**src/rtl/pcileech_com_tx_arb_pkg.sv**
```systemverilog
`default_nettype none
// ============================================================================
// Module      : pcileech_com_pkg
// Description : Shared types and constants for the COM TX burst arbiter.
//               COM_MAGIC_PAD  - filler word used to pad short bursts
//               COM_BURST_DW_DEFAULT - host transfer granule in 32-bit words
//               tx_arb_state_t - arbiter FSM encoding
// Revision    : 1.0 - initial release
// ============================================================================
package pcileech_com_pkg;

    localparam logic [31:0] COM_MAGIC_PAD        = 32'h66665555;
    localparam int          COM_BURST_DW_DEFAULT = 8;

    typedef enum logic [1:0] {
        IDLE = 2'd0,
        XFER = 2'd1,
        PAD  = 2'd2
    } tx_arb_state_t;

    // Index width that never collapses to zero bits for a single-entry vector.
    function automatic int clog2_min1(input int n);
        return (n > 1) ? $clog2(n) : 1;
    endfunction

endpackage
`default_nettype wire

```
**src/rtl/pcileech_com_tx_arb_if.sv**
```systemverilog
`default_nettype none
// ============================================================================
// Module      : pcileech_com_tx_arb_if
// Description : Requester and COM TX write-port bundle of the TX arbiter.
//               req_valid/req_data/req_last/req_ready : N_REQ requester lanes,
//                   lane i data at req_data[32*i+31:32*i]
//               tx_ready/tx_data/tx_wr_en : COM TX FIFO write side
//               modport master : requesters + downstream FIFO (environment)
//               modport slave  : the arbiter
// Revision    : 1.0 - initial release
// ============================================================================
interface pcileech_com_tx_arb_if #(
    parameter int N_REQ = 4
);
    logic [N_REQ-1:0]    req_valid;
    logic [N_REQ*32-1:0] req_data;
    logic [N_REQ-1:0]    req_last;
    logic [N_REQ-1:0]    req_ready;
    logic                tx_ready;
    logic [31:0]         tx_data;
    logic                tx_wr_en;

    modport master (
        output req_valid, req_data, req_last, tx_ready,
        input  req_ready, tx_data, tx_wr_en
    );

    modport slave (
        input  req_valid, req_data, req_last, tx_ready,
        output req_ready, tx_data, tx_wr_en
    );
endinterface
`default_nettype wire

```
**src/rtl/pcileech_com_tx_arb_rr_pick.sv**
```systemverilog
`default_nettype none
// ============================================================================
// Module      : pcileech_rr_pick
// Description : Combinational round-robin priority encoder. Returns the first
//               asserted bit of req found searching upward from index start,
//               wrapping at N_REQ.
//               req   in  N_REQ   request vector
//               start in  IDX_W   first index to examine
//               idx   out IDX_W   selected index (0 when none found)
//               found out 1       at least one request asserted
// Revision    : 1.0 - initial release
// ============================================================================
module pcileech_rr_pick #(
    parameter int N_REQ = 4,
    parameter int IDX_W = 2
) (
    input  wire logic [N_REQ-1:0] req,
    input  wire logic [IDX_W-1:0] start,
    output logic      [IDX_W-1:0] idx,
    output logic                  found
);

    function automatic logic [IDX_W-1:0] wrap_idx(input int base, input int off);
        int s;
        s = base + off;
        if (s >= N_REQ) s = s - N_REQ;
        return IDX_W'(s);
    endfunction

    // Walk from the farthest candidate down to start so the closest one wins.
    always_comb begin
        idx   = '0;
        found = 1'b0;
        for (int k = N_REQ - 1; k >= 0; k--) begin
            if (req[wrap_idx(int'(start), k)]) begin
                idx   = wrap_idx(int'(start), k);
                found = 1'b1;
            end
        end
    end

endmodule
`default_nettype wire

```
**src/rtl/pcileech_com_tx_arb.sv**
```systemverilog
`default_nettype none
// ============================================================================
// Module      : pcileech_com_tx_arb
// Description : Round-robin burst arbiter sharing the 32-bit COM TX write path
//               between N_REQ requesters. One requester owns the path for a
//               whole burst of up to BURST_DW words, so host bursts never mix
//               sources. A granted requester that stalls TIMEOUT cycles is
//               aborted.
//               Optional build macro COM_TX_PAD_EN: short or aborted bursts
//               are filled with COM_MAGIC_PAD up to BURST_DW words.
// Ports       : clk, rst (sync, active-high)
//               bus         : requester lanes + COM TX write port (slave)
//               grant_id    : current or last burst owner
//               busy        : arbiter not idle
//               abort_pulse : one-cycle pulse on stall timeout
// Revision    : 1.0 - initial release
// ============================================================================
module pcileech_com_tx_arb
    import pcileech_com_pkg::*;
#(
    parameter int N_REQ    = 4,
    parameter int BURST_DW = COM_BURST_DW_DEFAULT,
    parameter int TIMEOUT  = 255,
    localparam int GW      = clog2_min1(N_REQ),
    localparam int WCW     = $clog2(BURST_DW + 1),
    localparam int SCW     = $clog2(TIMEOUT + 1)
) (
    input  wire logic                 clk,
    input  wire logic                 rst,
    pcileech_com_tx_arb_if.slave      bus,
    output logic [GW-1:0]             grant_id,
    output logic                      busy,
    output logic                      abort_pulse
);

    // Destination after a burst ends early (req_last or timeout).
`ifdef COM_TX_PAD_EN
    localparam tx_arb_state_t c_short_end = PAD;
`else
    localparam tx_arb_state_t c_short_end = IDLE;
`endif

    tx_arb_state_t    r_state;
    tx_arb_state_t    w_state_nxt;
    logic [GW-1:0]    r_grant;
    logic [GW-1:0]    r_rr_ptr;
    logic [WCW-1:0]   r_word_cnt;
    logic [SCW-1:0]   r_stall_cnt;
    logic [31:0]      r_tx_data;
    logic             r_tx_wr_en;
    logic             r_abort;

    logic [GW-1:0]    w_pick_idx;
    logic             w_pick_found;
    logic [GW-1:0]    w_ptr_nxt;
    logic             w_g_valid;
    logic             w_g_last;
    logic [31:0]      w_g_data;
    logic             w_xfer;
    logic             w_burst_full;
    logic             w_stall;
    logic             w_timeout;
    logic             w_pad_word;
    logic             w_emit;
    logic [31:0]      w_emit_data;
    logic [N_REQ-1:0] w_req_ready;

    pcileech_rr_pick #(
        .N_REQ (N_REQ),
        .IDX_W (GW)
    ) u_rr_pick (
        .req   (bus.req_valid),
        .start (r_rr_ptr),
        .idx   (w_pick_idx),
        .found (w_pick_found)
    );

    // The search pointer holds the index after the previous owner, so a
    // just-granted requester is examined last on the next arbitration.
    assign w_ptr_nxt = (w_pick_idx == GW'(N_REQ - 1)) ? '0 : w_pick_idx + 1'b1;

    assign w_g_valid    = bus.req_valid[r_grant];
    assign w_g_last     = bus.req_last[r_grant];
    assign w_g_data     = bus.req_data[int'(r_grant) * 32 +: 32];
    assign w_xfer       = (r_state == XFER) && w_g_valid && bus.tx_ready;
    assign w_burst_full = (r_word_cnt == WCW'(BURST_DW - 1));
    // Only a missing word counts as a stall; downstream backpressure does not.
    assign w_stall      = (r_state == XFER) && !w_g_valid;
    assign w_timeout    = w_stall && (r_stall_cnt == SCW'(TIMEOUT - 1));
`ifdef COM_TX_PAD_EN
    assign w_pad_word   = (r_state == PAD) && bus.tx_ready;
`else
    assign w_pad_word   = 1'b0;
`endif

    // ---------------- state register ----------------
    always_ff @(posedge clk) begin
        if (rst) r_state <= IDLE;
        else     r_state <= w_state_nxt;
    end

    // ---------------- next-state logic ----------------
    always_comb begin
        w_state_nxt = r_state;
        case (r_state)
            IDLE: begin
                if (w_pick_found) w_state_nxt = XFER;
            end
            XFER: begin
                if (w_xfer) begin
                    if (w_burst_full)  w_state_nxt = IDLE;
                    else if (w_g_last) w_state_nxt = c_short_end;
                end else if (w_timeout) begin
                    w_state_nxt = c_short_end;
                end
            end
            PAD: begin
                if (!w_pad_word || !w_burst_full) w_state_nxt = PAD;
                else                               w_state_nxt = IDLE;
`ifndef COM_TX_PAD_EN
                w_state_nxt = IDLE;
`endif
            end
            default: w_state_nxt = IDLE;
        endcase
    end

    // ---------------- output logic ----------------
    always_comb begin
        w_req_ready = '0;
        w_emit      = 1'b0;
        w_emit_data = w_g_data;
        if (w_xfer) begin
            w_req_ready[r_grant] = 1'b1;
            w_emit               = 1'b1;
        end else if (w_pad_word) begin
            w_emit      = 1'b1;
            w_emit_data = COM_MAGIC_PAD;
        end
    end

    // ---------------- datapath / counters ----------------
    always_ff @(posedge clk) begin
        if (rst) begin
            r_grant     <= '0;
            r_rr_ptr    <= '0;
            r_word_cnt  <= '0;
            r_stall_cnt <= '0;
            r_tx_data   <= '0;
            r_tx_wr_en  <= 1'b0;
            r_abort     <= 1'b0;
        end else begin
            r_tx_wr_en <= w_emit;
            if (w_emit) r_tx_data <= w_emit_data;
            r_abort <= w_timeout;

            if ((r_state == IDLE) && w_pick_found) begin
                r_grant  <= w_pick_idx;
                r_rr_ptr <= w_ptr_nxt;
            end

            // Counting continues into PAD; any return to IDLE restarts the burst.
            if (w_state_nxt == IDLE) r_word_cnt <= '0;
            else if (w_emit)         r_word_cnt <= r_word_cnt + 1'b1;

            if (w_xfer || (w_state_nxt != XFER)) r_stall_cnt <= '0;
            else if (w_stall)                    r_stall_cnt <= r_stall_cnt + 1'b1;
        end
    end

    assign bus.req_ready = w_req_ready;
    assign bus.tx_data   = r_tx_data;
    assign bus.tx_wr_en  = r_tx_wr_en;
    assign grant_id      = r_grant;
    assign busy          = (r_state != IDLE);
    assign abort_pulse   = r_abort;

endmodule
`default_nettype wire
```
**src/flat_wrapper.sv**
```systemverilog
// flat-port wrapper written by rule: the top's interface ports become plain ports
module pcileech_com_tx_arb_flat import pcileech_com_pkg::*;
#(
    parameter int N_REQ    = 4,
    parameter int BURST_DW = COM_BURST_DW_DEFAULT,
    parameter int TIMEOUT  = 255,
    localparam int GW      = clog2_min1(N_REQ),
    localparam int WCW     = $clog2(BURST_DW + 1),
    localparam int SCW     = $clog2(TIMEOUT + 1)
)
  (clk, rst, grant_id, busy, abort_pulse, bus_req_valid, bus_req_data, bus_req_last, bus_tx_ready, bus_req_ready, bus_tx_data, bus_tx_wr_en);
  pcileech_com_tx_arb_if #(.N_REQ(N_REQ)) bus_i ();
  input  wire logic clk;
  input  wire logic rst;
  output logic [GW-1:0] grant_id;
  output logic busy;
  output logic abort_pulse;
  input wire logic [$bits(bus_i.req_valid)-1:0] bus_req_valid;
  input wire logic [$bits(bus_i.req_data)-1:0] bus_req_data;
  input wire logic [$bits(bus_i.req_last)-1:0] bus_req_last;
  input wire logic [$bits(bus_i.tx_ready)-1:0] bus_tx_ready;
  output wire logic [$bits(bus_i.req_ready)-1:0] bus_req_ready;
  output wire logic [$bits(bus_i.tx_data)-1:0] bus_tx_data;
  output wire logic [$bits(bus_i.tx_wr_en)-1:0] bus_tx_wr_en;
  assign bus_i.req_valid = bus_req_valid;
  assign bus_i.req_data = bus_req_data;
  assign bus_i.req_last = bus_req_last;
  assign bus_i.tx_ready = bus_tx_ready;
  assign bus_req_ready = bus_i.req_ready;
  assign bus_tx_data = bus_i.tx_data;
  assign bus_tx_wr_en = bus_i.tx_wr_en;
  pcileech_com_tx_arb #(.N_REQ(N_REQ), .BURST_DW(BURST_DW), .TIMEOUT(TIMEOUT)) u_core (.clk(clk), .rst(rst), .bus(bus_i), .grant_id(grant_id), .busy(busy), .abort_pulse(abort_pulse));
endmodule
```
**config.mk**
```make
export PLATFORM = sky130hd
export DESIGN_NAME = pcileech_com_tx_arb_flat
export DESIGN_NICKNAME = d
export VERILOG_FILES = /design/src/rtl/pcileech_com_tx_arb_pkg.sv /design/src/rtl/pcileech_com_tx_arb_if.sv /design/src/rtl/pcileech_com_tx_arb_rr_pick.sv /design/src/rtl/pcileech_com_tx_arb.sv /design/src/flat_wrapper.sv
export SDC_FILE = /design/constraint.sdc
export NUM_CORES = 1
export LEC_CHECK = 0
export ABC_AREA = 1
export BUFFER_PORTS_ARGS = -buffer_cell sky130_fd_sc_hd__buf_4
export CAP_MARGIN = 30
export CELL_PAD_IN_SITES_DETAIL_PLACEMENT = 1
export CELL_PAD_IN_SITES_GLOBAL_PLACEMENT = 1
export CORE_AREA = 5 5 106 108
export CTS_BUF_LIST = sky130_fd_sc_hd__clkbuf_8
export DETAILED_ROUTE_END_ITERATION = 10
export DIE_AREA = 0 0 111 113
export HOLD_SLACK_MARGIN = 0.08
export PLACE_DENSITY = 0.95
export REMOVE_ABC_BUFFERS = 1
export SLEW_MARGIN = 40
export SYNTH_ARGS = -nofsm -noshare
export SYNTH_HDL_FRONTEND = slang
export SYNTH_SLANG_ARGS = --single-unit
```
**constraint.sdc**
```tcl
create_clock -name clk -period 4.2 [get_ports clk]
set_input_delay 0.42 -clock clk [delete_from_list [all_inputs] [get_ports clk]]
set_output_delay 0.42 -clock clk [all_outputs]
set_load 0.01 [all_outputs]
```
==> results of run 1 <==
## sequential cells by signal (all words and copies together) (netlist names)
name / flops
u_core.abort_pulse: 1
u_core.bus.tx_wr_en: 1
u_core.bus.tx_data: 32
u_core.r_rr_ptr: 2
u_core.r_word_cnt: 4
u_core.r_state: 2
u_core.grant_id: 2
u_core.r_stall_cnt: 8
## path summary, 6_finish.rpt
| path | from | endpoint | slack [ps] | cells past startpoint |
|---|---|---|---|---|
| hold / removal | u_core.bus.tx_data[31] | u_core.bus.tx_data[31] | 470 | 2 |
| hold reg to reg | u_core.bus.tx_data[31] | u_core.bus.tx_data[31] | 470 | 2 |
| setup reg to reg | u_core.grant_id[0] | u_core.r_word_cnt[1] | 1350 | 10 |
| setup / recovery | u_core.grant_id[0] | bus_req_ready[0] | 990 | 9 |
## cell usage after synthesis
cell	n	area, µm²
conb_1	1	3.75
buf_4	1	7.51
xnor2_1	2	17.5
nor2_1	26	97.6
a22oi_1	32	240
nor2_8	1	20.0
nor4_1	1	6.26
ha_1	3	37.5
o21ai_1	1	5.00
nand2_1	132	495
nor2_2	1	6.26
nand3b_1	1	7.51
a21oi_1	38	190
buf_1	8	30.0
nand3_1	113	566
buf_2	6	30.0
o21ai_0	2	10.0
inv_1	30	113
o22ai_2	1	12.5
nand3_2	1	10.0
dfxtp_1	52	1040
o21ai_2	1	8.76
xor2_1	6	52.6
clkinv_2	1	5.00
nor2_4	3	33.8
inv_4	1	6.26
clkbuf_1	14	52.6
nand4_1	2	12.5
nor3_1	1	5.00
a21boi_0	1	7.51
nand2_2	2	12.5
buf_6	4	45.0
## cell families (layout without fill, tap and decap cells)
kind of cell,after synthesis,in the layout,synth area share [%]
AND/OR/NAND/NOR,284,284,39.9
buffers and inverters,65,222,9.07
adder cells (fa/ha/maj),3,3,1.18
flip-flops,52,52,32.7
other,1,1,0.118
AO/OA/AOI/OAI,76,76,14.9
XOR/XNOR,8,8,2.20
## where the power goes
part / leakage, nW / total (W) / switching, W / internal (W)
clock network: 0.0645 / 0.000370 / 0.000159 / 0.000210
registers: 0.421 / 0.000551 / 0.0000330 / 0.000518
logic: 1.66 / 0.000744 / 0.000462 / 0.000282
total: 2.14 / 0.00166 / 0.000654 / 0.00101
## tightest hold or removal path, cell delays in order, from the launching register on
cell and delay, ps:
dfxtp_1 320, nand2_1 60, a21oi_1 50
## layer usage
| metal | global-route usage, % | routed length, µm |
|---|---|---|
| met4 | 5.91 | 260 |
| met1 | 20.7 | 4700 |
| met5 | 0 | 0 |
| met2 | 37.6 | 6560 |
| met3 | 5.19 | 965 |
## per-stage QoR
stage               hold slack (ps)  power [W]  worst slack [ps]  instances
detailed placement              459    0.00131              1310        774
CTS                             472    0.00168               954        782
global route                    494    0.00179               753        782
floorplan                       455    0.00101               595        456
global placement                454    0.00127              1460        774
finish                          470    0.00166               985        782
## area by class of cell
cell class | instances | share of cell area (%)
Clock inverter | 1 | 0.641
Inverter | 32 | 2.64
Timing Repair Buffer | 182 | 29.2
Sequential cell | 52 | 22.2
Multi-Input combinational cell | 372 | 39.6
Tap cell | 136 | 3.63
Clock buffer | 7 | 2.06
==> reports/results.env, run 1 <==
FIRST_GLOBAL_VIAS=4286
GRT_MAX_DEGREE=66
PLACE_AREA_UM2=4560
PLACE_HPWL_UM=9930
VIA_PER_INST=5.02
CRITICAL_PATH_CLASS='reg2out'
MIN_PERIOD_OVER_PERIOD_PCT=76.5
SYNTH_SEQ_CELLS=52
POST-ROUTE-UTIL_PCT=46.2
SYN2LAYOUT_AREA_GROWTH_PCT=47.0
POWER.IR.VDD_WORST_uV=163
YOSYS_WARNINGS=0
DR_TOTAL_VIAS=3922
CRITICAL-PATH-TOP-DELAY-FAMILY='simple AND/OR/NAND/NOR gates'
CLOCK-SINKS=52
CTS_HOLD_BUFFERS=0
STATUS='complete, no violations'
CRITICAL-PATH-TOP-CELL-BY-COUNT='nor2_4'
WL_CELL_UM=16.0
DR.FIRST_ITER.DRC_COUNT=110
MOSTFREQUENTLAYOUTCELL='buf_4'
DETAIL-ROUTE-ANTENNA-NETS=0
YOSYS.CELL_TYPES.COUNT=32
SEQCELLAREA_UM2=1040
START_UTIL_PCT=31.4
SETUP_REPAIR_AFTER_GLOBAL_ROUTING_MISSED_ITS_MARGIN='no'
POST_SYNTH.CELL_AREA_AVG_UM2=6.52
PLACEMENTROWS=37
CP_NUM_BUF_INV=3
INSERTEDDIODECOUNT=0
CLOCK_LATENCY_PS=300
WORST_PATH_REQUIRED_PS=3780
CLOCK_TREE.HTREE_LEVEL_COUNT=2
ROUTABILITYCONGESTION=0.834
DIE_X_UM=111
CORE-AREA_UM2=10100
DRV.MAX_CAP_VIOLATION_COUNT=0
WORST_SETUP_HOLD_PATH_CLK_SLEW_PS=90
ROOT_DRIVER='clkbuf_8'
GR_OVFL_TOTAL=0
CP.ARRIVAL_PS=2790
TOTALNEGATIVESETUPSLACK_PS=0
TIMING_WORST_SLEW_PIN_VALUE_PS=787
INITIAL_ANTENNA_VIOLATION_COUNT=0
MAX-SLEW-MARGIN-REL_PCT=47.4
GRT_PASS1_WL_UM=20300
ENDPOINT_KIND='primary output'
FINAL.FILL_COUNT=1328
REMAINING_DRC_ERRORS=0
FINALSETUPVIOLCOUNT=0
YOSYSSEQAREASHARE_PCT=32.7
FLOORPLAN.DIE.HEIGHT_UM=113
CTSLONGESTPATHBUFFERS=2
TIMING.CRITICAL_PATH.FROM_TYPE='flop'
BOUNDARYPINS=180
POWER_DENSITY_nW_PER_UM2=355
ROUTE.FINAL.WIRE_LENGTH_UM=12500
FIRSTDRTPASSITERS=4
MULTI_INPUT_AREA_UM2=1860
SYNTH_CELLS=489
GRT_USE_TOTAL_PCT=19.5
FIN_AREA_UM2=4690
CTS_INSERTED_BUFFERS=5
FINCLKSKEW_PS=4.01
POSTCTSSETUPBUFFERS=0
FINAL_PERIOD_MINUS_WORST_SETUP_SLACK_PS=3210
DIE_AREA_UM2=12500
SYNTH_AREA_UM2=3190
CTS.REPAIR.RESIZED=0
FMAX_MHz=311
FINAL_NETS=787
DELAY_OF_THE_SLOWEST_CRITICAL_PATH_STAGE_PS=670
DRIVE_ABOVE_1_SHARE_PCT=31.4
LAYOUT_COMMON_CELLS='buf_4 (182), nand2_1 (132), nand3_1 (113)'
POWER.STATIC_LEAKAGE_nW=2.14
PLACEMENT.IO_BUFFERS=179
CTS_TREE='yes'
HP_CLASS='reg2reg'
SLEW_VIOLATIONS=0
CRIT_PATH_CELLS='buf_4 > nor2_4 > inv_1 > o22ai_2 > nor2_4 > nor2_4 > nand2_2 > nor2_1 > buf_4'
TIMING.CRITICAL_PATH.FANOUT_MAX=36
FINAL_HOLD_VIOL_COUNT=0
SLOWEST_STAGE='nor2_4'
(Power assumes the default switching activity.)
==> run 2, diff against run 1 <==
--- a/config.mk
+++ b/config.mk
@@ -10,12 +10,12 @@
 export CAP_MARGIN = 30
 export CELL_PAD_IN_SITES_DETAIL_PLACEMENT = 1
 export CELL_PAD_IN_SITES_GLOBAL_PLACEMENT = 1
-export CORE_AREA = 5 5 106 108
+export CORE_AREA = 5 5 115 117
 export CTS_BUF_LIST = sky130_fd_sc_hd__clkbuf_8
 export DETAILED_ROUTE_END_ITERATION = 10
-export DIE_AREA = 0 0 111 113
+export DIE_AREA = 0 0 120 122
 export HOLD_SLACK_MARGIN = 0.08
-export PLACE_DENSITY = 0.95
+export PLACE_DENSITY = 0.88
 export REMOVE_ABC_BUFFERS = 1
 export SLEW_MARGIN = 40
 export SYNTH_ARGS = -nofsm -noshare
==> constraint.sdc (replaced) <==
create_clock -name clk -period 2.85 [get_ports clk]
set_input_delay 0.285 -clock clk [delete_from_list [all_inputs] [get_ports clk]]
set_output_delay 0.285 -clock clk [all_outputs]
set_load 0.01 [all_outputs]
==> run 2 against run 1 <==
Combinational power is 51% higher. Worst setup slack worse by 560 ps. Clock power increased by 51%. Total power grew 51%. Final area grew 1.0%. Sequential share of layout area down 0.20 points.
==> reports/results.env, run 2 (synthesis gave the netlist of run 1 again) <==
CLOCK_LATENCY_PS=310  # about the same
GRT_MAX_DEGREE=47  # -29%
FIN_AREA_UM2=4740  # +1.0%
MULTI_INPUT_AREA_UM2=1860  # unchanged
DR.FIRST_ITER.DRC_COUNT=172  # +56%
START_UTIL_PCT=26.0  # -5.4 points
GRT_PASS1_WL_UM=21100  # +3.5%
POWER.SEQUENTIAL.FRACTION_PCT=33.0  # about the same
BOUNDARYPINS=180  # unchanged
PLACEMENTROWS=41  # +11%
MOSTFREQUENTLAYOUTCELL='buf_4'
POWER.IR.VDD_WORST_uV=191  # +18%
WORST_HOLD_STARTPOINT='bus_req_data[37]'
WORST_SETUP_HOLD_PATH_CLK_SLEW_PS=100  # about the same
REG2REG_FROM='u_core.grant_id[0]'
CLOCK-SINKS=52  # unchanged
CRITICAL_PATH_CLASS='reg2out'
POWER_FRAC_CLOCK_PCT=22.2  # about the same
ROUTABILITYCONGESTION=0.914  # +9.6%
POSTCTSSETUPBUFFERS=0  # unchanged
ROOT_DRIVER='clkbuf_8'
FINAL_PERIOD_MINUS_WORST_SETUP_SLACK_PS=2420
POWER.STATIC_LEAKAGE_nW=2.16  # +0.92%
PLACED_CELLS=792  # +2.3%
REMAINING_DRC_ERRORS=0  # unchanged
VIA_PER_INST=4.98  # -0.75%
INITIAL_ANTENNA_VIOLATION_COUNT=0  # unchanged
CELL_INTERNAL_PWR_W=0.00151  # +49%
SLEW_VIOLATIONS=0  # unchanged
CTS.REPAIR.RESIZED=0  # unchanged
FIN_HOLD_WS_PS=356  # -114 ps
SEQCELLAREA_UM2=1040  # +0.12%
FINAL_CELLS=800  # +2.3%
FIRSTDRTPASSITERS=4  # unchanged
LAYOUT_COMMON_CELLS='buf_4 (186), nand2_1 (132), nand3_1 (113)'
SETUP_REPAIR_AFTER_GLOBAL_ROUTING_MISSED_ITS_MARGIN='no'
POWER_DENSITY_nW_PER_UM2=530  # +49%
CTS_HOLD_BUFFERS=0  # unchanged
PLACE_HPWL_UM=10300  # +3.8%
STARTPOINT='u_core.grant_id[0]'
ENDPOINT_KIND='primary output'
WL_CELL_UM=16.4  # +2.7%
CTSLONGESTPATHBUFFERS=2  # unchanged
PLACE_AREA_UM2=4610  # +1.1%
STATUS='complete, no violations'
INSERTEDDIODECOUNT=0  # unchanged
CP.ARRIVAL_PS=2140  # -650 ps
FMAX_MHz=413
CTS_TREE='yes'
DESIGN_POWER_TOTAL_W=0.00251  # +51%
FINALSETUPVIOLCOUNT=0  # unchanged
CLOCK_TREE.HTREE_LEVEL_COUNT=2  # unchanged
DETAIL-ROUTE-ANTENNA-NETS=0  # unchanged
NET_SWITCHING_POWER_W=0.00100  # +53%
DIE_AREA_UM2=14600  # +17%
FINAL_NETS=791  # +0.51%
GR_OVFL_TOTAL=0  # unchanged
MIN_PERIOD_OVER_PERIOD_PCT=85.1
TOTALNEGATIVESETUPSLACK_PS=0  # unchanged
TIMING.CRITICAL_PATH.FROM_TYPE='flop'
CTS_INSERTED_BUFFERS=5  # unchanged
FIRST_GLOBAL_VIAS=4264  # -0.51%
DRV.MAX_CAP_VIOLATION_COUNT=0  # unchanged
TIMING.CRITICAL_PATH.FANOUT_MAX=16  # -56%
SYN2LAYOUT_AREA_GROWTH_PCT=48.5
DRIVE_ABOVE_1_SHARE_PCT=32.0  # +0.58 points
FINAL_HOLD_VIOL_COUNT=0  # unchanged
NUMBER_OF_FLIP_FLOPS_UNDER_THE_LARGEST_REGISTER_NAME=32  # unchanged
FLOORPLAN.DIE.HEIGHT_UM=122  # +8.0%
PLACEMENT.IO_BUFFERS=179  # unchanged
COMB_POWER_SHARE_PCT=44.8  # about the same
HP_CLASS='in2reg'
GRT_USE_TOTAL_PCT=17.8  # -1.8 points
FINAL.FILL_COUNT=1578  # +19%
DIE_X_UM=120  # +8.1%
WORST_PATH_REQUIRED_PS=2570  # -1210 ps
SWITCHING_PART_OF_THE_TOTAL_POWER_PCT=39.9  # +0.59 points
FINCLKSKEW_PS=9.08  # +5.07 ps
DR_TOTAL_VIAS=3982  # +1.5%
CORE-AREA_UM2=12300  # +21%
ROUTE.FINAL.WIRE_LENGTH_UM=13100  # +5.1%
run 2: changes by cell type in the layout (fill, tap and decap cells not counted), sizes merged:
| cell | previous run | this run |
|---|---|---|
| buf | 182 | 186 |
run 2: area by class of cell:
type                       instances  area share [%]
clock inverter                     1           0.634
timing repair buffer             186            29.5
inverter                          32            2.62
clock buffer                       7            2.03
sequential                        52            22.0
tap                              150            3.96
multi-input combinational        372            39.2
run 2: path summary, 6_finish.rpt:
| check | to | slack, ps | cells after the start |
|---|---|---|---|
| setup reg to reg | u_core.bus.tx_data[31] | 500 | 9 |
| hold / removal | u_core.bus.tx_data[5] | 360 | 5 |
| setup / recovery | bus_req_ready[0] | 430 | 7 |
| hold reg to reg | u_core.bus.tx_data[1] | 470 | 2 |
run 2: critical path, stage by stage (launching register included):
cell     delay (ps)
dfxtp_2         620
nand2_1         170
o22ai_2         230
nor2_4           90
nor2_4          100
nand2_2         190
nor2_1          250
buf_4           170
run 2: per-layer routing:
metal | share of wire, % | vias up | global-route usage [%] | wire [µm]
li1 | - | 1959 | - | -
met1 | 40 | 1839 | 19.9 | 5220
met2 | 49 | 149 | 31.8 | 6410
met3 | 7.7 | 35 | 4.97 | 1020
met4 | 3.6 | 0 | 7.09 | 475
met5 | 0 | - | 0 | 0
run 2: power groups by stage:
stage                     combinational, W  sequential [W]  clock [W]
after floorplan                   0.000596        0.000894          0
after global placement             0.00107        0.000840          0
after detailed placement           0.00113        0.000843          0
after CTS                          0.00113        0.000827   0.000574
after global routing               0.00126        0.000834   0.000603
final                              0.00112        0.000828   0.000558
run 2: metrics by stage:
| stage | setup slack, ps | util [%] |
|---|---|---|
| final | 426 | 38.6 |
| after global routing | 262 | 38.6 |
| after CTS | 447 | 38.6 |
| after floorplan | -755 | - |
| after detailed placement | 516 | 37.6 |
| after global placement | 669 | 37.6 |
